**config.mk**
```make
export PLATFORM = sky130hd
export DESIGN_NAME = sdram_port_arb
export DESIGN_NICKNAME = d
export VERILOG_FILES = /design/src/rtl/sdram_port_arb.sv
export SDC_FILE = /design/constraint.sdc
export NUM_CORES = 1
export LEC_CHECK = 0
export BUFFER_PORTS_ARGS = -buffer_cell sky130_fd_sc_hd__clkbuf_2
export CAP_MARGIN = 5
export CELL_PAD_IN_SITES_DETAIL_PLACEMENT = 2
export CELL_PAD_IN_SITES_GLOBAL_PLACEMENT = 2
export CORE_MARGIN = 5
export CORE_UTILIZATION = 22
export CTS_CLUSTER_DIAMETER = 200
export CTS_CLUSTER_SIZE = 8
export DETAILED_ROUTE_END_ITERATION = 12
export GPL_ROUTABILITY_DRIVEN = 0
export PLACE_DENSITY = 0.87
export SYNTH_ARGS = -nofsm -noshare
export SYNTH_HDL_FRONTEND = slang
export SYNTH_SLANG_ARGS = --single-unit
```
**constraint.sdc**
```tcl
create_clock -name sys_clk -period 1.8 [get_ports sys_clk]
set_input_delay 0.09 -clock sys_clk [delete_from_list [all_inputs] [get_ports sys_clk]]
set_output_delay 0.09 -clock sys_clk [all_outputs]
set_load 0.02 [all_outputs]
```
**src/rtl/sdram_port_arb.sv**
```systemverilog
// sdram_port_arb
//
// Shares the single SDRAM controller command/data port between the ADC capture
// writer (write requester) and the Raspberry Pi readout engine (read requester).
// One fixed-length burst is granted at a time. Urgent capture writes win.
// Otherwise a tie goes to the side that was not served last.
//
// Optional feature macro: ARB_STARVE_GUARD_EN
//   When this macro is defined, each side keeps a 3-bit count of the
//   arbitrations it lost while it was requesting. A side whose count has
//   reached MAX_LOSS wins the next arbitration, even against an urgent write.
//
// Ports
//   sys_clk, sys_rst_n    : clock, asynchronous active-low reset
//   wr_req, wr_urgent     : capture-side burst request / FIFO near full
//   wr_addr, wr_data      : capture burst start address / FIFO head word
//   wr_grant, wr_data_rd  : capture burst owns the port / FIFO pop strobe
//   rd_req, rd_addr       : readout-side burst request / start address
//   rd_grant              : readout burst owns the port
//   rd_data, rd_data_vld  : read word returned to the readout engine
//   mem_cmd_*             : burst command handshake to the SDRAM controller
//   mem_wdata, mem_wdata_rd   : write word and controller consume strobe
//   mem_rdata, mem_rdata_vld  : read word and its valid strobe from the controller
//   busy                  : high whenever the sequencer is not idle (status LED)
module sdram_port_arb #(
    parameter int ADDR_W    = 24,
    parameter int DATA_W    = 16,
    parameter int BURST_LEN = 8,
    parameter int MAX_LOSS  = 4
) (
    input  logic              sys_clk,
    input  logic              sys_rst_n,
    input  logic              wr_req,
    input  logic              wr_urgent,
    input  logic [ADDR_W-1:0] wr_addr,
    input  logic [DATA_W-1:0] wr_data,
    output logic              wr_grant,
    output logic              wr_data_rd,
    input  logic              rd_req,
    input  logic [ADDR_W-1:0] rd_addr,
    output logic              rd_grant,
    output logic [DATA_W-1:0] rd_data,
    output logic              rd_data_vld,
    output logic              mem_cmd_vld,
    input  logic              mem_cmd_rdy,
    output logic              mem_cmd_wr,
    output logic [ADDR_W-1:0] mem_cmd_addr,
    output logic [DATA_W-1:0] mem_wdata,
    input  logic              mem_wdata_rd,
    input  logic [DATA_W-1:0] mem_rdata,
    input  logic              mem_rdata_vld,
    output logic              busy
);

    // Stop elaboration if a parameter is outside the range this block supports.
    if (BURST_LEN < 1 || BURST_LEN > 256 || MAX_LOSS < 1 || MAX_LOSS > 7) begin : g_bad_param
        $error("sdram_port_arb: BURST_LEN must be 1..256 and MAX_LOSS must be 1..7");
    end

    typedef enum logic [1:0] {IDLE, ISSUE, XFER} state_t;

    // The counter holds the beats already done. The final beat therefore
    // arrives when the counter equals BURST_LEN-1. This lets BURST_LEN = 256
    // fit in 8 bits.
    localparam logic [7:0] LAST_BEAT = 8'(BURST_LEN - 1);

    state_t            state, state_nxt;
    logic              wr_grant_nxt, rd_grant_nxt;
    logic              cmd_vld_nxt, cmd_wr_nxt;
    logic [ADDR_W-1:0] cmd_addr_nxt;
    logic [7:0]        beat_cnt, beat_cnt_nxt;
    logic              last_wr, last_wr_nxt;
    logic              pick_wr;
    logic              xfer_wr, xfer_rd, beat;

`ifdef ARB_STARVE_GUARD_EN
    localparam logic [2:0] LOSS_LIM = 3'(MAX_LOSS);
    logic [2:0] wr_loss, rd_loss;
`endif

    // Winner selection. This value is only used while the FSM is in IDLE.
    // The starve guard is evaluated last, so it overrides every other rule.
    always_comb begin
        pick_wr = 1'b0;
        if (wr_req && wr_urgent)
            pick_wr = 1'b1;
        else if (wr_req && !rd_req)
            pick_wr = 1'b1;
        else if (wr_req && rd_req)
            pick_wr = !last_wr;
`ifdef ARB_STARVE_GUARD_EN
        if (wr_req && wr_loss >= LOSS_LIM)
            pick_wr = 1'b1;
        else if (rd_req && rd_loss >= LOSS_LIM)
            pick_wr = 1'b0;
`endif
    end

    // Data-path steering. A beat counts only inside XFER. This blocks stray
    // controller strobes before the burst starts and after it ends.
    assign xfer_wr     = (state == XFER) && wr_grant;
    assign xfer_rd     = (state == XFER) && rd_grant;
    assign beat        = xfer_wr ? mem_wdata_rd : (xfer_rd && mem_rdata_vld);
    assign wr_data_rd  = xfer_wr && mem_wdata_rd;
    assign mem_wdata   = xfer_wr ? wr_data : '0;
    assign rd_data_vld = xfer_rd && mem_rdata_vld;
    assign rd_data     = xfer_rd ? mem_rdata : '0;

    always_comb begin
        state_nxt    = state;
        wr_grant_nxt = wr_grant;
        rd_grant_nxt = rd_grant;
        cmd_vld_nxt  = mem_cmd_vld;
        cmd_wr_nxt   = mem_cmd_wr;
        cmd_addr_nxt = mem_cmd_addr;
        beat_cnt_nxt = beat_cnt;
        last_wr_nxt  = last_wr;
        case (state)
            IDLE: begin
                if (wr_req || rd_req) begin
                    state_nxt    = ISSUE;
                    wr_grant_nxt = pick_wr;
                    rd_grant_nxt = !pick_wr;
                    cmd_vld_nxt  = 1'b1;
                    cmd_wr_nxt   = pick_wr;
                    cmd_addr_nxt = pick_wr ? wr_addr : rd_addr;
                end
            end
            ISSUE: begin
                if (mem_cmd_rdy) begin
                    state_nxt    = XFER;
                    cmd_vld_nxt  = 1'b0;
                    beat_cnt_nxt = '0;
                end
            end
            XFER: begin
                if (beat) begin
                    beat_cnt_nxt = beat_cnt + 8'd1;
                    if (beat_cnt == LAST_BEAT) begin
                        state_nxt    = IDLE;
                        wr_grant_nxt = 1'b0;
                        rd_grant_nxt = 1'b0;
                        last_wr_nxt  = mem_cmd_wr;
                    end
                end
            end
            default: state_nxt = IDLE;
        endcase
    end

    // busy is computed from the next state, so the registered flag always
    // matches the registered FSM state.
    always_ff @(posedge sys_clk or negedge sys_rst_n) begin
        if (!sys_rst_n) begin
            state        <= IDLE;
            wr_grant     <= 1'b0;
            rd_grant     <= 1'b0;
            mem_cmd_vld  <= 1'b0;
            mem_cmd_wr   <= 1'b0;
            mem_cmd_addr <= '0;
            beat_cnt     <= '0;
            last_wr      <= 1'b0;
            busy         <= 1'b0;
        end else begin
            state        <= state_nxt;
            wr_grant     <= wr_grant_nxt;
            rd_grant     <= rd_grant_nxt;
            mem_cmd_vld  <= cmd_vld_nxt;
            mem_cmd_wr   <= cmd_wr_nxt;
            mem_cmd_addr <= cmd_addr_nxt;
            beat_cnt     <= beat_cnt_nxt;
            last_wr      <= last_wr_nxt;
            busy         <= (state_nxt != IDLE);
        end
    end

`ifdef ARB_STARVE_GUARD_EN
    // Loss counters update only at an arbitration. The loser increments its
    // count only if it was also requesting. The counters saturate so they
    // cannot wrap back below the limit.
    always_ff @(posedge sys_clk or negedge sys_rst_n) begin
        if (!sys_rst_n) begin
            wr_loss <= '0;
            rd_loss <= '0;
        end else if (state == IDLE && (wr_req || rd_req)) begin
            if (pick_wr) begin
                wr_loss <= '0;
                if (rd_req && rd_loss != 3'd7)
                    rd_loss <= rd_loss + 3'd1;
            end else begin
                rd_loss <= '0;
                if (wr_req && wr_loss != 3'd7)
                    wr_loss <= wr_loss + 3'd1;
            end
        end
    end
`endif

endmodule
```
# --- Yosys cells after proc, flatten, opt, wreduce, memory -nomap -nowiden ---
# Index checks and enable logic that the tools add are counted.
word_totals:
  ff_bits: 40
  latch_bits: 0
  ram_bits: 0
  romBits: 0
  input_bits: 88
  output_inout_bits: 63
  wordCells: 62
  mem_count: 0
op_classes:
  addsub: 1
  multipliers: 0
  n_div: 0
  order_cmp: 0
  n_eq_ne: 7
  shift: 0
  n_mux: 24
  bitwise: 0
  n_reduce_logical: 21
op_table:
  columns: ["cell", "n"]
  rows:
  - ["two-way mux 16 bit", 2]
  - ["two-way mux 24 bit", 1]
  - ["two-way mux 8 bit", 2]
  - ["one-hot mux 8 bit (2 select lines)", 1]
  - ["two-way mux 1 bit", 10]
  - ["AND reduction 3 bit", 3]
  - ["adder 8 x 1 -> 8 bit, second input constant", 1]
  - ["== test 8 x 3 -> 1 bit, second input constant", 1]
  - ["two-way mux 2 bit", 4]
  - ["nonzero test 2 bit", 4]
  - ["logical AND 1 bit", 7]
  - ["inequality test 2 bit, second input constant", 3]
  - ["one-hot mux 1 bit (2 select lines)", 3]
  - ["one-hot mux 2 bit (3 select lines)", 1]
  - ["AND reduction 4 bit", 1]
  - ["logical NOT 1 bit", 3]
  - ["== test 2 x 1 -> 1 bit, second input constant", 1]
  - ["== test 2 bit, second input constant", 1]
  - ["logical NOT 2 bit", 1]
  - ["inequality test 2 x 1 -> 1 bit, second input constant", 1]
  - ["AND reduction 2 bit", 1]
  - ["logical OR 1 bit", 1]

# --- Longest topological paths before layout ---
# Gate-level depths: netlist (run 1).
logic_depth:
  ltp_word: 7
  mapped_depth: 5
  depth_no_buf: 5

# --- Least setup slack after synthesis (run 1) ---
# OpenSTA, ideal clock, no wires.
synth_timing:
  kind: "register to register"
  start: "register wr_grant"
  end: "register last_wr"
  arrival_ps: 1446
  required_time_ps: 1675
  path_slack_ps: 229
  path_stages_with_launch: 5
  path_buffers: 0
  path_cell_list: "dfrtp_1 nand3b_4 a21oi_4 nand4b_4 mux2_4"
synth_between:
  elab_chain_cells: 3
synth_rtl:
  columns: ["item", "line_no", "rtl"]
  rows:
  - ["from (decl)", "37", "output logic wr_grant,"]
  - ["from (signal assigned)", "166", "wr_grant <= wr_grant_nxt;"]
  - ["logical AND 1 bit", "101", "assign xfer_wr = (state == XFER) && wr_grant;"]
  - ["two-way mux 1 bit", "103", "assign beat = xfer_wr ? mem_wdata_rd : (xfer_rd && mem_rdata_vld);"]
  - ["AND reduction 3 bit (no source line)", null, null]
  - ["to (signal assigned)", "172", "last_wr <= last_wr_nxt;"]
  - ["to (decl)", "72", "logic last_wr, last_wr_nxt;"]
# No other way between the ends.
# A chain may end at the register's enable or synchronous reset.

# --- Worst setup path after layout (run 1) ---
layout_timing:
  start: "register state[0]"
  end: "output port rd_data[1]"
layout_between:
  elab_chain_cells: 3
layout_rtl:
  columns: ["item", "line_no", "rtl"]
  rows:
  - ["from (decl)", "67", "state_t state, state_nxt;"]
  - ["from (signal assigned)", "165", "state <= state_nxt;"]
  - ["== test 2 bit", "102", "assign xfer_rd = (state == XFER) && rd_grant;"]
  - ["logical AND 1 bit", "102", null]
  - ["two-way mux 16 bit", "107", "assign rd_data = xfer_rd ? mem_rdata : '0;"]
  - ["to (decl)", "42", "output logic [DATA_W-1:0] rd_data,"]
# No other way between the ends.

==> summary.txt, run 1 <==
Layout
  • Finished Layout Cells: 486
  • Area grow syn2layout: 50.0%
  • Area occupied by multi-input gates: 1060 um^2
  • FILL cells: 1110
  • End-of-flow core utilization: 0.334
  • Net count reported at finish: 441
  • Share of cells above drive strength 1: 0.541
  • Register Area: 1000 um^2
  • Antenna cells: 0

Placed design
  • DP Worst Slack: 178 ps
  • Inst Count DP: 477
  • Port buffer count: 150
  • DP HPWL: 7080 um

Timing
  • Worst-margin pin slew: 470 ps
  • Slew HR: 0.687
  • Setup WS post-layout: 110 ps
  • Final slew viol count: 0
  • RSZ-0062 raised after global routing: no
  • Period Utilization, post-route: 0.939
  • Final Skew: 7.05 ps
  • Minimum clock period: 1690 ps
  • Fmax: 592 MHz
  • Setup violators final: 0
  • Post-Route Setup TNS: 0 ps
  • Final hold vios: 0

Global routing
  • Total congestion overflow: 0
  • Initial antenna violation count: 0
  • GR Util All Layers: 0.148
  • Pin count of the biggest net entering global routing: 36
  • First-pass GRT wire length: 13700 um
  • Vias in the first global route: 2669

Yosys
  • Mean Syn Cell Area: 10.8 um^2
  • Flops & latches, synth: 40
  • Synth async-reset ratio: 1.00
  • Sequential area share after synthesis: 0.469
  • Post-synthesis instance total: 197
  • Ys flop type: dfrtp_1
  • Unique masters post-synth: 41
  • Post-synth EDFFs: 0
  • Syn nets: 286
  • Syn Std Cell Area: 2130 um^2
  • Warnings from Yosys: 0

Power and ir drop
  • Combinational power share: 0.504
  • Cell-internal power: 2.59 mW
  • Sequential power share: 0.336
  • Power Total: 4.60 mW
  • Leak: 1.77 nW
  • Switch Pwr: 2.01 mW
  • Power per Cell Area: 1440 nW/um^2
  • Peak supply drop: 0.555 mV
  • Sw Share: 0.437
  • Clock power share: 0.160

Status
  • Status: complete, no violations

Setup path
  • Delay-heaviest family, CP: flip-flops
  • Critical Path RT: 1710 ps
  • Critical path capture point type: output port
  • Worst R2R Start: state[0]
  • Crit Path Max Fanout: 35
  • WS Path Type: reg2out
  • CP Launch Type: flop
  • Slowest library cell on the worst path: dfrtp_1
  • CP Buf/Inv Count: 2
  • R2R Path End: last_wr
  • R2R Setup Slk: 220 ps
  • Crit-path cells: nor2b_1 -> buf_6 -> and3_2 -> clkbuf_2
  • Arr. time, crit path: 1600 ps
  • Max incr delay on CP: 460 ps
  • Reg2Reg Depth: 4

Floorplanning
  • Core Footprint: 9590 um^2
  • Die width: 108 um
  • I/O pin count: 151
  • Die Area: 11800 um^2
  • Die H: 108 um
  • Starting Density: 0.222
  • FP Rows: 36

CTS
  • CTS H-Tree Depth: 2
  • CTS tree: done
  • Clock Path Buffers: 2
  • Num CTS Buffers: 5
  • CTS sink cnt: 40
  • CTS clk-pin slew, worst paths: 80 ps
  • Setup bufs post-CTS: 0
  • Root Driver: clkbuf_8
  • Worst skew pair latency: 290 ps

Route
  • Vias/cell: 4.54
  • Drt pass-1 iters: 4
  • DRT iter0 DRCs: 79
  • Routed Wire Length: 8680 um
  • Drt wl/cell: 17.8 um
  • Detail Route Antenna Nets: 0
  • DR DRC count: 0
  • Via count: 2206

Flow run
  • Max-Cap Viols: 0

Min path
  • HP Start: rd_addr[1]
  • Worst Hold End: mem_cmd_addr[1]
  • Worst hold path depth: 2
  • Hold Crit Class: in2reg
==> metal layers <==
metal | GRT usage | wire length (um) | vias up
met5 | 0 | 0 | -
met4 | 0.0487 | 176 | 0
met3 | 0.0430 | 448 | 13
met2 | 0.269 | 4550 | 78
li1 | - | - | 1043
met1 | 0.166 | 3500 | 1072
==> registers in the layout, indices dropped and copies added, names as in the netlist <==
register / flops
wr_grant: 1
mem_cmd_addr: 24
state: 2
mem_cmd_wr: 1
rd_grant: 1
last_wr: 1
busy: 1
beat_cnt: 8
mem_cmd_vld: 1
==> power groups by stage <==
| stage | combinational, mW | clock (mW) | sequential, mW |
|---|---|---|---|
| after floorplan | 1.04 | 0 | 1.91 |
| after global placement | 2.27 | 0 | 1.55 |
| after detailed placement | 2.37 | 0 | 1.56 |
| after CTS | 2.37 | 0.770 | 1.56 |
| after global routing | 2.53 | 0.813 | 1.60 |
| final | 2.32 | 0.739 | 1.55 |
==> synth_stat cells (all sizes together) (3+ instances only) <==
cell type  instances  area share
inv                3      0.0053
clkbuf             9       0.016
nand2             10       0.019
and2              24       0.070
dfrtp             40        0.47
a2111oi            3       0.021
nor2               9       0.017
a221o             24        0.11
xnor2              4       0.016
and3              33        0.10
buf                5       0.012
o21ai              3      0.0088
a21oi              4       0.016
==> logic make-up (layout without fill, tap and decap cells) <==
logic type	Yosys count	count (layout)	share of synthesized area
XOR/XNOR	4	4	0.0164
multiplexers	1	1	0.00704
flip-flops	40	40	0.469
buffers and inverters	17	173	0.0328
adder cells (fa/ha/maj)	1	1	0.00586
AO/OA/AOI/OAI	44	44	0.197
AND/OR/NAND/NOR	90	90	0.272
==> worst reg2reg max path, cell delays in order (launching register included) <==
cell	delay [ps]
dfrtp_1	460
nand2b_2	260
a21oi_4	230
nand4b_4	180
mux2_4	330
==> worst max-delay path by stage <==
| stage | to | from | cells after the start |
|---|---|---|---|
| floorplan | last_wr | wr_grant | 4 |
| global placement | mem_cmd_addr[10] | state[1] | 4 |
| detailed placement | mem_cmd_addr[6] | state[1] | 4 |
| CTS | mem_wdata[5] | state[1] | 4 |
| global route | rd_data[0] | state[0] | 4 |
| finish | rd_data[1] | state[0] | 4 |
==> placed cells by master (no fill, tap or decap), types with 2 or more instances in the layout <==
cell type  count
nor3_1         2
a211oi_1       2
dfrtp_1       39
and2_0        23
nand2_1        9
a21oi_1        2
a2111oi_2      3
a221o_1       24
a21o_1         2
nor2_1         8
a31o_1         2
nand4b_4       2
inv_1          3
buf_4         10
and3_1        26
clkbuf_8       5
and3_2         7
clkbuf_2     150
xnor2_1        4
nand3_1        2
==> cell type report <==
cell class	count	area share
clock buffer	5	0.0215
inverter	3	0.00352
multi-input combinational	140	0.332
tap	133	0.0520
sequential	40	0.313
timing repair buffer	162	0.265
clock inverter	3	0.0133
==> timing repair <==
item | 4_1_cts | 5_1_grt
resized for setup | 1 | 1
hold buffers | 1 | 0
setup endpoints to repair | 8 | 32
hold endpoints to repair | 40 | 0
==> through the flow <==
stage,hold WS [ps],cell area (um^2)
floorplan,-206,2130
global placement,-66.2,3070
detailed placement,-59.2,3070
CTS,3.88,3200
global route,7.04,3200
finish,20.9,3200
No activity file was read; power rests on OpenSTA's default activity.
==> run 2, diff against run 1 <==
--- a/config.mk
+++ b/config.mk
@@ -15,7 +15,7 @@
 export CTS_CLUSTER_SIZE = 8
 export DETAILED_ROUTE_END_ITERATION = 12
 export GPL_ROUTABILITY_DRIVEN = 0
-export PLACE_DENSITY = 0.87
+export PLACE_DENSITY = 0.77
 export SYNTH_ARGS = -nofsm -noshare
 export SYNTH_HDL_FRONTEND = slang
 export SYNTH_SLANG_ARGS = --single-unit
==> run 2 against run 1 <==
Compared with the run above: utilization rose by 0.091 points; hold slack improved by 1.5 ps; largest cell class unchanged; routed wire length is 1.9% lower.
==> summary.txt, run 2 (same netlist as run 1, synthesis figures left out) <==
Status
  • Status: complete, no violations

Floorplanning
  • FP Rows: 36
  • Die H: 108 um
  • I/O pin count: 151
  • Die width: 108 um
  • Starting Density: 0.222
  • Die Area: 11800 um^2
  • Core Footprint: 9590 um^2

Route
  • Drt wl/cell: 17.7 um
  • Detail Route Antenna Nets: 0
  • DR DRC count: 0
  • Drt pass-1 iters: 4
  • Routed Wire Length: 8510 um
  • Vias/cell: 4.58
  • Via count: 2207
  • DRT iter0 DRCs: 67

Setup path
  • R2R Path End: mem_cmd_addr[16]
  • R2R Setup Slk: 160 ps
  • Crit Path Max Fanout: 36
  • Worst R2R Start: state[0]
  • CP Launch Type: flop
  • Critical Path RT: 1710 ps
  • Critical path capture point type: output port
  • Critical path launch point: state[1]
  • WS Path Type: reg2out
  • Reg2Reg Depth: 3
  • Arr. time, crit path: 1570 ps

Layout
  • Largest reg by FF count: mem_cmd_addr
  • Net count reported at finish: 437
  • Share of cells above drive strength 1: 0.539
  • FILL cells: 1114
  • Biggest regs: mem_cmd_addr (24), beat_cnt (8), state (2)
  • Leading cell type in the layout, fill and taps excluded: clkbuf_2
  • Antenna cells: 0
  • Max reg flops: 24
  • Most frequent cells in the layout: 150 x clkbuf_2, 39 x dfrtp_1, 26 x and3_1
  • Register Area: 1000 um^2
  • Area grow syn2layout: 50.4%
  • Area occupied by multi-input gates: 1060 um^2

Timing
  • RSZ-0062 raised after global routing: no
  • Final Skew: 3.80 ps
  • Minimum clock period: 1660 ps
  • Slew HR: 0.216
  • Post-Route Setup TNS: 0 ps
  • Final hold vios: 0
  • Period Utilization, post-route: 0.925
  • Setup violators final: 0
  • Final hold slack: 22.3 ps
  • Final slew viol count: 0
  • Fmax: 601 MHz
  • Worst-margin pin slew: 1180 ps

Global routing
  • Initial antenna violation count: 0
  • First-pass GRT wire length: 13300 um
  • Total congestion overflow: 0
  • Vias in the first global route: 2481
  • Pin count of the biggest net entering global routing: 41
  • GR Util All Layers: 0.142

Power and ir drop
  • Peak supply drop: 0.646 mV
  • Leak: 1.77 nW
  • Power per Cell Area: 1460 nW/um^2
  • Power Total: 4.69 mW

CTS
  • Worst skew pair latency: 290 ps
  • Root Driver: clkbuf_8
  • Clock Path Buffers: 2
  • CTS H-Tree Depth: 2
  • Num CTS Buffers: 5
  • CTS tree: done
  • CTS sink cnt: 40
  • CTS clk-pin slew, worst paths: 80 ps
  • Setup bufs post-CTS: 0

Min path
  • Worst hold path depth: 2
  • Hold Crit Class: in2reg
  • HP Start: rd_addr[10]
  • Worst Hold End: mem_cmd_addr[10]

Flow run
  • Max-Cap Viols: 0

Placed design
  • DP HPWL: 6890 um
  • Port buffer count: 150
-- run 2: cell types whose count changed in the layout (fill, tap and decap cells not counted) --
cell / before / now
buf_4: 10 / 5
buf_12: 0 / 2
clkbuf_8: 5 / 7
buf_6: 1 / 0
clkinv_2: 1 / 0
clkinvlp_4: 1 / 0
nor2b_1: 1 / 0
nor2b_2: 0 / 1
-- run 2: what timing repair did --
action                     CTS  global route
hold endpoints to repair    40             0
resized for setup            0             2
setup endpoints to repair    0            33
hold buffers                 1             0
-- run 2: final cells by class --
type	count	area share
clock buffers	7	0.0300
clock inverters	1	0.00936
inverters	3	0.00351
multi-input cells	140	0.332
flip-flops and latches	40	0.312
well taps	133	0.0519
repair buffers	158	0.261
-- run 2: worst max-delay path by stage --
stage / to / slack [ps]
after floorplan: last_wr / 230
after global placement: mem_cmd_addr[0] / 250
after detailed placement: mem_cmd_addr[2] / 190
after CTS: mem_wdata[14] / 6
after global routing: mem_cmd_addr[2] / 50
final: mem_wdata[12] / 140
-- run 2: power breakdown --
group	internal [mW]	leakage (nW)	switching (mW)
Sequential	1.26	0.504	0.303
Clock	0.490	0.0645	0.339
Combinational	0.926	1.20	1.37
-- run 2: per-layer routing --
| layer | share of wire | up-vias | global-route usage |
|---|---|---|---|
| li1 | - | 1039 | - |
| met1 | 0.41 | 1087 | 0.176 |
| met2 | 0.52 | 72 | 0.245 |
| met3 | 0.062 | 9 | 0.0478 |
| met4 | 0.011 | 0 | 0.0225 |
| met5 | 0 | - | 0 |
-- run 2: per-stage QoR --
| step | setup slack [ps] | cell area (um^2) | utilization | cells |
|---|---|---|---|---|
| after detailed placement | 190 | 3070 | 0.320 | 473 |
| after global routing | 52.5 | 3210 | 0.335 | 482 |
| final | 136 | 3210 | 0.335 | 482 |
| after CTS | 5.60 | 3210 | 0.334 | 482 |
| after global placement | 250 | 3070 | 0.320 | 473 |
| after floorplan | 229 | 2130 | - | 197 |
-- run 2: worst max-delay path: stages, from the launching register on --
cell and delay, ps:
dfrtp_2 470, nor2b_2 220, buf_12 190, and3_1 200
clkbuf_2 190
==> run 3, diff against run 2 <==
--- a/config.mk
+++ b/config.mk
@@ -10,12 +10,12 @@
 export CELL_PAD_IN_SITES_DETAIL_PLACEMENT = 2
 export CELL_PAD_IN_SITES_GLOBAL_PLACEMENT = 2
 export CORE_MARGIN = 5
-export CORE_UTILIZATION = 22
+export CORE_UTILIZATION = 20
 export CTS_CLUSTER_DIAMETER = 200
 export CTS_CLUSTER_SIZE = 8
 export DETAILED_ROUTE_END_ITERATION = 12
 export GPL_ROUTABILITY_DRIVEN = 0
-export PLACE_DENSITY = 0.77
+export PLACE_DENSITY = 0.74
 export SYNTH_ARGS = -nofsm -noshare
 export SYNTH_HDL_FRONTEND = slang
 export SYNTH_SLANG_ARGS = --single-unit
==> constraint.sdc (replaced) <==
create_clock -name sys_clk -period 1.4 [get_ports sys_clk]
set_input_delay 0.07 -clock sys_clk [delete_from_list [all_inputs] [get_ports sys_clk]]
set_output_delay 0.07 -clock sys_clk [all_outputs]
set_load 0.02 [all_outputs]
==> run 3 against run 2 <==
Compared with the run above: final cell count grew 10%; first-iteration DRC count grew 3.0%; the run now ends with setup timing left; clock power grew 20%; total power grew 49%; sequential share of layout area shrank 6.6 points; combinational power grew 75%; global-route usage grew 2.6 points; largest power group unchanged; register-to-register slack lost 310 ps; die area grew 9.1%.
==> summary.txt, run 3 (same netlist as run 1, synthesis figures left out) <==
Placed design
  • DP HPWL: 7210 um
  • Inst Count DP: 492
  • DP Worst Slack: -75.7 ps
  • Port buffer count: 150
  • Area post-placement: 3220 um^2

Route
  • Routed Wire Length: 11000 um
  • DRT iter0 DRCs: 69
  • DR DRC count: 0
  • Drt wl/cell: 20.8 um
  • Drt pass-1 iters: 4
  • Detail Route Antenna Nets: 0
  • Via count: 2455
  • Vias/cell: 4.63

Setup path
  • Critical Path RT: 1330 ps
  • Levels on crit path: 4
  • Crit Path Max Fanout: 34
  • Crit-path cells: nor2b_4 -> buf_12 -> and3_1 -> clkbuf_4
  • Delay-heaviest family, CP: flip-flops
  • Critical path launch point: state[0]
  • Critical Path End: mem_wdata[13]
  • CP Buf/Inv Count: 2
  • Slowest library cell on the worst path: dfrtp_2
  • Reg2Reg Depth: 5
  • WS Path Type: reg2out
  • Worst R2R Start: state[0]
  • CP Launch Type: flop
  • Critical path capture point type: output port
  • Arr. time, crit path: 1490 ps
  • Max incr delay on CP: 460 ps
  • R2R Setup Slk: -150 ps
  • R2R Path End: last_wr

Global routing
  • Initial antenna violation count: 0
  • Pin count of the biggest net entering global routing: 41
  • Total congestion overflow: 0
  • First-pass GRT wire length: 16800 um
  • GR Util All Layers: 0.169
  • Vias in the first global route: 2920

Timing
  • Post-Route Setup TNS: -6770 ps
  • Slew HR: 0.635
  • Final hold vios: 0
  • Period Utilization, post-route: 1.11
  • Final slew viol count: 0
  • RSZ-0062 raised after global routing: yes
  • Final Skew: 9.45 ps
  • Setup WS post-layout: -156 ps
  • Minimum clock period: 1560 ps
  • Fmax: 643 MHz
  • Setup violators final: 69
  • Final hold slack: 7.92 ps
  • Worst-margin pin slew: 548 ps

Floorplanning
  • Die H: 113 um
  • Die width: 113 um
  • Die Area: 12800 um^2
  • Core Footprint: 10400 um^2
  • Starting Density: 0.206
  • I/O pin count: 151
  • FP Rows: 37

CTS
  • CTS clk-pin slew, worst paths: 80 ps
  • Worst skew pair latency: 310 ps
  • CTS tree: done
  • CTS H-Tree Depth: 2
  • CTS sink cnt: 40
  • Root Driver: clkbuf_8
  • Clock Path Buffers: 2
  • Num CTS Buffers: 5

Layout
  • Largest reg by FF count: mem_cmd_addr
  • End-of-flow core utilization: 0.395
  • Leading cell type in the layout, fill and taps excluded: clkbuf_2
  • Finished Layout Cells: 530
  • Share of cells above drive strength 1: 0.576
  • Most frequent cells in the layout: 116 x clkbuf_2, 36 x dfrtp_1, 34 x clkbuf_8
  • Final Cell Area: 4090 um^2
  • Net count reported at finish: 482
  • Max reg flops: 24
  • Area grow syn2layout: 91.8%
  • Antenna cells: 0
  • Biggest regs: mem_cmd_addr (24), beat_cnt (8), state (2)

Power and ir drop
  • Power Total: 7.01 mW
  • Power per Cell Area: 1710 nW/um^2
  • Leak: 2.08 nW
  • Peak supply drop: 0.749 mV

Flow run
  • Max-Cap Viols: 0

Status
  • Violated checks: setup timing
  • Status: complete, but fails checks

Min path
  • Hold Crit Class: in2reg
[run 3: cell count changes in the layout (fill, tap and decap cells not counted), moves of 8 or more]
cell           before  now
buf_4               5   21
buf_6               0    8
clkbuf_2          150  116
clkbuf_8            7   34
dlygate4sd3_1       1   18
[run 3: how the worst min path moves through the flow]
stage / startpoint / endpoint / slack (ps) / depth (start not counted)
finish: rd_addr[6] / mem_cmd_addr[6] / 8 / 2
CTS: rd_addr[10] / mem_cmd_addr[10] / 0.4 / 2
global route: rd_addr[6] / mem_cmd_addr[6] / 10 / 2
detailed placement: sys_rst_n / mem_cmd_addr[12] / 170 / 2
floorplan: sys_rst_n / beat_cnt[0] / -230 / 0
global placement: sys_rst_n / mem_cmd_addr[13] / 170 / 2
[run 3: per-layer routing]
| metal | vias to the layer above | part of all wire | track usage |
|---|---|---|---|
| li1 | 1128 | - | - |
| met1 | 1230 | 0.39 | 0.196 |
| met2 | 82 | 0.55 | 0.313 |
| met3 | 15 | 0.042 | 0.0353 |
| met4 | 0 | 0.016 | 0.0449 |
| met5 | - | 0 | 0 |
[run 3: area by class of cell]
| type | count | area (um^2) |
|---|---|---|
| flip-flops and latches | 40 | 1010 |
| clock buffers | 5 | 68.8 |
| fillers | 1117 | 6280 |
| well taps | 136 | 170 |
| multi-input cells | 140 | 1200 |
| clock inverters | 3 | 42.5 |
| repair buffers | 203 | 1600 |
| inverters | 3 | 11.3 |
[run 3: repair_timing]
item / in CTS / in global routing
gates resized for setup: 85 / 17
setup buffers: 7 / 4
gates cloned: 1 / 0
pin swaps: 16 / 5
endpoints found under the hold margin: 57 / 0
hold buffers: 18 / 0
endpoints found under the setup margin: 65 / 69
[run 3: power breakdown]
group | switching (mW) | internal [mW] | leakage (nW) | total (mW)
sequential | 0.361 | 1.63 | 0.500 | 1.99
clock | 0.464 | 0.528 | 0.0541 | 0.993
combinational | 2.15 | 1.87 | 1.53 | 4.03
total | 2.98 | 4.03 | 2.08 | 7.01
